==> src/rtl/pulse_generator_multi.sv <==
// Multi-channel input conditioner: synchroniser, glitch filter, edge select and retriggerable pulse stretch.
// Define EDGE_COUNT_EN to add per-channel saturating qualifying-edge counters.

module pulse_gen_chan #(
    parameter int SYNC_STAGES = 2,
    parameter int FILTER_LEN  = 3,
    parameter int PULSE_LEN   = 1,
    parameter int CNT_WIDTH   = 8
) (
    input  logic                 clock,
    input  logic                 reset_n,
    input  logic                 i_signal,
    input  logic [1:0]           i_mode,
    input  logic                 i_count_clear,
    output logic                 o_pulse,
    output logic                 o_pulse_nxt,
    output logic                 o_level,
    output logic [CNT_WIDTH-1:0] o_edge_count
);
    localparam logic [7:0] FC_MAX  = 8'(FILTER_LEN - 1);
    localparam logic [7:0] SC_LOAD = 8'(PULSE_LEN - 1);

    logic [SYNC_STAGES-1:0] r_sync;
    logic [7:0]             r_fc;
    logic [7:0]             r_sc;
    logic                   r_level;
    logic                   r_pulse;
    logic                   w_s;
    logic                   w_event;
    logic                   w_qual;

    assign w_s     = r_sync[SYNC_STAGES-1];
    assign w_event = (w_s != r_level) && (r_fc == FC_MAX);
    // mode bit 0 enables rising events, bit 1 falling events
    assign w_qual  = w_event && (w_s ? i_mode[0] : i_mode[1]);
    assign o_pulse_nxt = w_qual || (r_sc != 8'd0);

    always_ff @(posedge clock or negedge reset_n) begin
        if (!reset_n) begin
            r_sync  <= '0;
            r_fc    <= 8'd0;
            r_level <= 1'b0;
        end else begin
            r_sync <= {r_sync[SYNC_STAGES-2:0], i_signal};
            if (w_s == r_level) begin
                r_fc <= 8'd0;
            end else if (r_fc == FC_MAX) begin
                r_level <= w_s;
                r_fc    <= 8'd0;
            end else begin
                r_fc <= r_fc + 8'd1;
            end
        end
    end

    // A qualifying event reloads the stretch counter, so pulses extend rather than split
    always_ff @(posedge clock or negedge reset_n) begin
        if (!reset_n) begin
            r_sc    <= 8'd0;
            r_pulse <= 1'b0;
        end else begin
            if (w_qual)
                r_sc <= SC_LOAD;
            else if (r_sc != 8'd0)
                r_sc <= r_sc - 8'd1;
            r_pulse <= o_pulse_nxt;
        end
    end

    assign o_pulse = r_pulse;
    assign o_level = r_level;

`ifdef EDGE_COUNT_EN
    logic [CNT_WIDTH-1:0] r_cnt;

    always_ff @(posedge clock or negedge reset_n) begin
        if (!reset_n)
            r_cnt <= '0;
        else if (i_count_clear)
            r_cnt <= '0;
        else if (w_qual && (r_cnt != {CNT_WIDTH{1'b1}}))
            r_cnt <= r_cnt + CNT_WIDTH'(1);
    end

    assign o_edge_count = r_cnt;
`else
    logic w_unused_clear;
    assign w_unused_clear = i_count_clear;
    assign o_edge_count   = '0;
`endif
endmodule

module pulse_generator_multi #(
    parameter int CHANNELS    = 4,
    parameter int SYNC_STAGES = 2,
    parameter int FILTER_LEN  = 3,
    parameter int PULSE_LEN   = 1,
    parameter int CNT_WIDTH   = 8
) (
    input  logic                          clock,
    input  logic                          reset_n,
    input  logic [CHANNELS-1:0]           signal,
    input  logic [2*CHANNELS-1:0]         mode,
    output logic [CHANNELS-1:0]           pulse,
    output logic [CHANNELS-1:0]           level,
    output logic                          any_pulse,
    input  logic                          count_clear,
    output logic [CNT_WIDTH*CHANNELS-1:0] edge_count
);
    logic [CHANNELS-1:0] w_pulse_nxt;
    logic                r_any_pulse;

    for (genvar i = 0; i < CHANNELS; i++) begin : g_ch
        pulse_gen_chan #(
            .SYNC_STAGES (SYNC_STAGES),
            .FILTER_LEN  (FILTER_LEN),
            .PULSE_LEN   (PULSE_LEN),
            .CNT_WIDTH   (CNT_WIDTH)
        ) u_ch (
            .clock         (clock),
            .reset_n       (reset_n),
            .i_signal      (signal[i]),
            .i_mode        (mode[2*i +: 2]),
            .i_count_clear (count_clear),
            .o_pulse       (pulse[i]),
            .o_pulse_nxt   (w_pulse_nxt[i]),
            .o_level       (level[i]),
            .o_edge_count  (edge_count[CNT_WIDTH*i +: CNT_WIDTH])
        );
    end

    // Built from next-state pulses so it lines up with the pulse register
    always_ff @(posedge clock or negedge reset_n) begin
        if (!reset_n)
            r_any_pulse <= 1'b0;
        else
            r_any_pulse <= |w_pulse_nxt;
    end

    assign any_pulse = r_any_pulse;
endmodule

==> config.mk <==
export PLATFORM = sky130hd
export DESIGN_NAME = pulse_generator_multi
export DESIGN_NICKNAME = d
export VERILOG_FILES = /design/src/rtl/pulse_generator_multi.sv
export SDC_FILE = /design/constraint.sdc
export NUM_CORES = 1
export LEC_CHECK = 0
export CORE_AREA = 3 3 96 98
export DETAILED_ROUTE_END_ITERATION = 8
export DIE_AREA = 0 0 99 101
export PLACE_DENSITY = 0.75
export SLEW_MARGIN = 20
export SYNTH_ARGS = -nofsm -noshare
export SYNTH_HDL_FRONTEND = slang
export SYNTH_SLANG_ARGS = --single-unit
==> constraint.sdc <==
create_clock -name clock -period 1.95 [get_ports clock]
set_input_delay 0.39 -clock clock [delete_from_list [all_inputs] [get_ports clock]]
set_output_delay 0.39 -clock clock [all_outputs]
set_load 0.01 [all_outputs]
==> impl_metrics.py, run 1 <==
metrics = {
    "min_path": {
        "holdCritPathClass": "in -> async",
    },
    "worst_setup_path": {
        "r2r_cells": 6,
        "setup.worst_path.end_class": "flop",
        "cp_max_fo": 2,
        "timing.critical_path.cells": "inv_2, ha_2, nor3b_4, nand2_2, or4_4, or4_4",
        "cp_slowest_cell": "or4_4",
        "required_ns": 2.17,
        "worst_ep_arrival_time_ns": 2.21,
        "start_kind": "flop",
        "crit_buf_inv": 1,
        "r2r_end": "any_pulse",
        "r2r-start": "g_ch[1].u_ch.r_sc[0]",
        "cpLargestDelayFamily": "simple AND/OR/NAND/NOR gates",
        "reg2reg_setup_slack_ns": -0.04,
        "cpPeakStageDelay_ns": 0.53,
        "crit_path_frequent_cell": "or4_4",
        "path_class": "reg -> reg",
    },
    "global_routing": {
        "grt_pass1_wl_mm": 12.2,
        "grtUsageTotal_pct": 15.1,
        "grt_pass1_vias": 2736,
        "antenna_found_initial": 0,
        "grt_overflow": 0,
        "grt_max_degree": 41,
    },
    "synth": {
        "synth-seq-cells": 81,
        "syn-cell-area_sq_um": 4160,
        "ys.flop_type": "dfrtp_1",
        "netlist_top_cells_count": "dfrtp_1 (81), nor2_1 (65), buf_4 (40)",
        "synth_seq_area_share_pct": 48.7,
        "yosysTopAreaCell": "dfrtp_1",
        "synth_area_leaders": "dfrtp_1 (49%), buf_4 (7.2%), nor2_1 (5.9%)",
        "synth.most_common_cell": "dfrtp_1",
        "synth_top_area_share_pct": 48.7,
        "synthArstFlopShare_pct": 100,
        "syn_area_per_cell_sq_um": 10.2,
        "synth_edf_count": 0,
        "syn_inst": 407,
        "synth_cell_type_count": 39,
        "ys_warn_count": 0,
    },
    "cells_and_area": {
        "fin_util_pct": 56.5,
        "drive_above_1_share_pct": 14.8,
        "final_cells": 569,
        "fin_area_sq_um": 4830,
        "fin_nets": 489,
        "diodes": 0,
        "area_growth_pct": 16.1,
        "n_fill_cell": 718,
    },
    "floorplanning": {
        "coreArea_sq_um": 8550,
        "ios": 56,
        "rows": 34,
        "start_util_pct": 48.7,
        "fp.dieW_um": 99,
        "die-height_um": 101,
        "die-area_sq_um": 10000,
    },
    "clock_network": {
        "hold_buffers": 0,
        "root_buffer": "clkbuf_8",
        "numCtsBuffers": 9,
        "cts-htree-levels": 3,
        "cts_tree": "built",
        "clk_pin_slew_ns": 0.08,
        "clockBufferDepth": 2,
        "clock_sinks": 81,
        "insertion_delay_ns": 0.35,
    },
    "sta": {
        "worst_slew_pin_slew_ns": 0.542,
        "period_share_pct": 102,
        "rsz0062_at_grt": "yes",
        "setup_viol": 1,
        "fmax_mhz": 502,
        "slew_headroom_pct": 63.0,
        "holdWs_ns": 0.00688,
        "finalHoldViolCount": 0,
        "period_minus_slack_ns": 1.99,
        "finalWorstSetupSlack_ns": -0.0407,
        "drv_slew": 0,
        "setup_tns_ns": -0.0407,
        "fin_skew_ns": 0.00793,
    },
    "route": {
        "drt_iter0_markers": 77,
        "drc": 0,
        "wl_mm": 7.00,
        "wl_per_cell_um": 12.3,
        "ant_nets": 0,
        "routed_via_density": 4.96,
        "via_count": 2823,
        "firstDrtPassIters": 5,
    },
    "power": {
        "swShare_pct": 35.4,
        "power_frac_clock_pct": 19.9,
        "p_int_mw": 4.10,
        "seqPwrFrac_pct": 42.2,
        "p_total_mw": 6.35,
        "switchingPower_mw": 2.25,
        "peakVddDrop_v": 0.000843,
        "power.density_nw_per_um2": 1310,
        "p_leak_nw": 2.21,
        "pwr-share-comb_pct": 37.9,
    },
    "job": {
        "drv_cap": 0,
    },
    "place": {
        "post-place-ws_ns": -0.361,
        "dpl_cell_area_sq_um": 4550,
        "gpl.final_weighted_congestion": 0.895,
        "dp.cells": 552,
        "hpwl_mm": 5.05,
        "numPortBuffers": 22,
    },
    "status": {
        "violations": "negative setup slack",
        "status": "complete, but fails checks",
    },
}
-- per-layer routing --
layer / wire length [um] / part of all wire, % / GRT usage, %
met5: 0 / 0 / 0
met4: 120 / 1.7 / 5.57
met3: 310 / 4.4 / 4.50
met2: 3380 / 48 / 24.3
met1: 3190 / 46 / 19.3
-- flip-flops by register name (all words and copies together), names as in the netlist --
name               count
g_ch.u_ch.r_sync       8
g_ch.u_ch.o_pulse      4
g_ch.u_ch.o_level      4
g_ch.u_ch.r_fc        32
any_pulse              1
g_ch.u_ch.r_sc        32
-- timing repair --
item,CTS,global route
setup endpoints to repair,1,2
pin swaps,2,2
buffers inserted,2,1
resized for setup,1,16
-- worst max path at each step --
stage                endpoint            startpoint  cells past startpoint
floorplan           any_pulse  g_ch[0].u_ch.r_sc[0]                      6
global placement    any_pulse               mode[0]                      5
CTS                 any_pulse  g_ch[0].u_ch.r_sc[0]                      6
detailed placement  any_pulse               mode[0]                      5
finish              any_pulse  g_ch[1].u_ch.r_sc[0]                      6
global route        any_pulse  g_ch[0].u_ch.r_fc[0]                      6
-- cell usage in the layout (no fill, tap or decap), types with 4 or more instances in the layout --
| master | synthesis | routed |
|---|---|---|
| clkdlybuf4s50_1 | 0 | 21 |
| ha_1 | 16 | 14 |
| xor2_1 | 22 | 22 |
| inv_1 | 13 | 9 |
| xnor2_1 | 19 | 19 |
| inv_2 | 0 | 4 |
| mux2i_1 | 4 | 4 |
| a21oi_1 | 14 | 14 |
| nand3_1 | 19 | 19 |
| clkbuf_8 | 0 | 9 |
| and3_1 | 6 | 6 |
| a211oi_1 | 6 | 6 |
| nor2_1 | 65 | 65 |
| nand2_1 | 24 | 23 |
| nor2b_1 | 7 | 7 |
| or3_1 | 4 | 4 |
| nor4b_1 | 6 | 5 |
| mux2_2 | 4 | 4 |
| conb_1 | 1 | 32 |
| and3b_1 | 6 | 6 |
| dfrtp_1 | 81 | 81 |
| nor3_1 | 8 | 8 |
| nand3b_1 | 8 | 8 |
| buf_4 | 40 | 29 |
-- cell families (layout without fill, tap and decap cells) --
kind of cell             Yosys count  after routing  synth area share [%]
AND/OR/NAND/NOR                  174            174                  21.9
flip-flops                        81             81                  48.7
buffers and inverters             56             79                  8.84
XOR/XNOR                          41             41                  8.63
AO/OA/AOI/OAI                     30             30                  4.96
adder cells (fa/ha/maj)           16             16                  4.81
multiplexers                       8              8                  2.04
other                              1             32                0.0901
-- layout make-up --
type / instances / area, sq um / area share (%)
clock buffer: 10 / 128 / 2.64
multi-input combinational: 301 / 1960 / 40.5
sequential: 81 / 2030 / 41.9
inverter: 13 / 48.8 / 1.01
clock inverter: 4 / 70.1 / 1.45
timing repair buffer: 52 / 468 / 9.68
tap: 108 / 135 / 2.80
-- power groups by stage --
stage	sequential (mW)	clock [mW]	combinational (mW)
finish	2.68	1.26	2.41
global route	2.75	1.38	2.74
CTS	2.64	1.33	2.33
detailed placement	2.67	0	2.29
global placement	2.64	0	2.22
floorplan	2.61	0	1.65
Note: power is estimated with default switching activity, not from simulation.
==> run 2, diff against run 1 <==
CORE_AREA = 3 3 134 71   (was 3 3 96 98)
DIE_AREA = 0 0 137 74   (was 0 0 99 101)
==> run 2 against run 1 <==
  * The run still ends with negative setup slack left
  * Via count up 1.3%
  * Worst hold slack improved by 0.34 ns
  * Global-route usage rose by 0.55 points
  * Combinational power is 3% higher
  * Sequential share of layout area fell by 1.0 points
  * First-iteration DRC count increased by 34%
  * Clock-buffer cell count increased by 1
  * Clock skew is 0.0024 ns lower
  * Largest cell class unchanged
==> impl_metrics.py, run 2 (synthesis results as in run 1) <==
metrics = {
    "job": {
        "drv_cap": 0,
    },
    "global_routing": {
        "grt_max_degree": 33,
        "grtUsageTotal_pct": 15.6,
        "grtUsageMet1_pct": 19.7,
        "met2_usage_pct": 25.9,
        "grt_overflow": 0,
        "antenna_found_initial": 0,
        "grt_pass1_wl_mm": 12.4,
        "grt_pass1_vias": 2770,
        "grt.busiest_layer": "met2",
        "use_met3_pct": 5.74,
    },
    "cells_and_area": {
        "area_growth_pct": 19.1,
        "final_common_cell": "dfrtp_1",
        "fin_nets": 495,
        "reg_top3": "g_ch.u_ch.r_fc (32), g_ch.u_ch.r_sc (32), g_ch.u_ch.r_sync (8)",
        "seq_area_sq_um": 2030,
        "final_cells": 584,
        "drive_above_1_share_pct": 15.0,
        "diodes": 0,
        "layout_common_cells": "dfrtp_1 (81), nor2_1 (65), buf_4 (35), conb_1 (32), nand2_1 (24)",
        "multi_input_area_sq_um": 1950,
        "fin_util_pct": 58.1,
        "n_fill_cell": 721,
        "fin_area_sq_um": 4960,
    },
    "floorplanning": {
        "start_util_pct": 48.8,
        "die-height_um": 74,
        "fp.dieW_um": 137,
        "coreArea_sq_um": 8530,
        "rows": 24,
        "ios": 56,
        "die-area_sq_um": 10100,
    },
    "sta": {
        "slew_headroom_pct": 65.6,
        "period_share_pct": 101,
        "fmax_mhz": 506,
        "setup_viol": 1,
        "drv_slew": 0,
        "worst_slew_pin_slew_ns": 0.503,
        "rsz0062_at_grt": "yes",
        "period_minus_slack_ns": 1.98,
        "finalHoldViolCount": 0,
        "fin_skew_ns": 0.00557,
        "finalWorstSetupSlack_ns": -0.0263,
    },
    "worst_setup_path": {
        "start_kind": "flop",
        "setup.worst_path.end_class": "flop",
        "worst_ep_arrival_time_ns": 2.18,
        "r2r_cells": 6,
        "required_ns": 2.16,
        "path_class": "reg -> reg",
        "cp_max_fo": 2,
    },
    "power": {
        "peakVddDrop_v": 0.000570,
        "p_total_mw": 6.80,
        "p_leak_nw": 2.28,
        "power.density_nw_per_um2": 1370,
    },
    "place": {
        "post-place-ws_ns": -0.368,
        "dp.cells": 561,
        "gpl.final_weighted_congestion": 0.751,
        "numPortBuffers": 22,
        "hpwl_mm": 4.85,
        "dpl_cell_area_sq_um": 4550,
    },
    "clock_network": {
        "clockBufferDepth": 2,
        "root_buffer": "clkbuf_16",
        "cts_tree": "built",
        "numCtsBuffers": 9,
        "insertion_delay_ns": 0.34,
        "cts-htree-levels": 3,
        "clock_sinks": 81,
        "clk_pin_slew_ns": 0.06,
    },
    "route": {
        "firstDrtPassIters": 4,
        "wl_mm": 7.24,
        "routed_via_density": 4.90,
        "drc": 0,
        "ant_nets": 0,
        "drt_iter0_markers": 103,
        "wl_per_cell_um": 12.4,
        "via_count": 2859,
    },
    "min_path": {
        "holdCritPathClass": "reg -> reg",
        "hold_depth": 0,
    },
    "status": {
        "status": "complete, but fails checks",
        "violations": "negative setup slack",
    },
}
-- run 2: cell count changes in the layout (fill, tap and decap cells not counted), sizes merged --
cell         delta
dlygate4sd3     +1
clkbuf          +1
clkinv          -1
bufinv          -1
clkinvlp        +1
buf             +5
-- run 2: cell type report --
| type | instances | share of cell area [%] |
|---|---|---|
| Sequential cell | 81 | 40.9 |
| Multi-Input combinational cell | 301 | 39.3 |
| Timing Repair Buffer | 58 | 10.1 |
| Clock buffer | 11 | 4.90 |
| Tap cell | 117 | 2.95 |
| Inverter | 13 | 0.984 |
| Clock inverter | 3 | 0.858 |
-- run 2: through the flow --
step	hold slack (ns)	setup TNS [ns]
6_report	0.350	-0.0263
3_3_place_gp	0.332	-0.279
4_1_cts	0.353	-0.0134
3_5_place_dp	0.339	-0.368
2_1_floorplan	0.0944	-0.0717
5_1_grt	0.356	-0.133
-- run 2: what timing repair did --
action,CTS,global route
setup endpoints to repair,1,4
endpoints found under the hold margin,29,0
hold buffers,1,0
gates resized for setup,11,3
pin swaps,1,3
setup buffers,5,4
-- run 2: power by group --
| group | internal [mW] | switching, mW |
|---|---|---|
| clock network | 1.01 | 0.635 |
| logic | 1.29 | 1.19 |
| registers | 2.17 | 0.506 |
| total | 4.47 | 2.33 |
-- run 2: final timing paths --
check,start,endpoint,slack [ns]
max in group asynchronous,reset_n,g_ch[3].u_ch.r_sc[1],0.79
worst min register to register,g_ch[2].u_ch.r_sync[0],g_ch[2].u_ch.r_sync[1],0.35
worst min-delay path,g_ch[2].u_ch.r_sync[0],g_ch[2].u_ch.r_sync[1],0.35
worst max register to register,g_ch[0].u_ch.r_sc[0],any_pulse,-0.03
worst max-delay path,g_ch[0].u_ch.r_sc[0],any_pulse,-0.03
min in group asynchronous,reset_n,g_ch[2].u_ch.r_fc[5],0.53
-- run 2: worst max-delay path, stage by stage, from the launching register on --
cell,delay [ns]
dfrtp_1,0.39
inv_2,0.08
ha_4,0.13
nor3b_4,0.20
nand3b_1,0.12
or4_1,0.52
or4_1,0.40
-- run 2: per-layer routing --
layer / vias to the layer above / wire [um]
met4: 0 / 103
met2: 57 / 3390
met3: 9 / 365
li1: 1424 / -
met5: - / 0
met1: 1369 / 3380
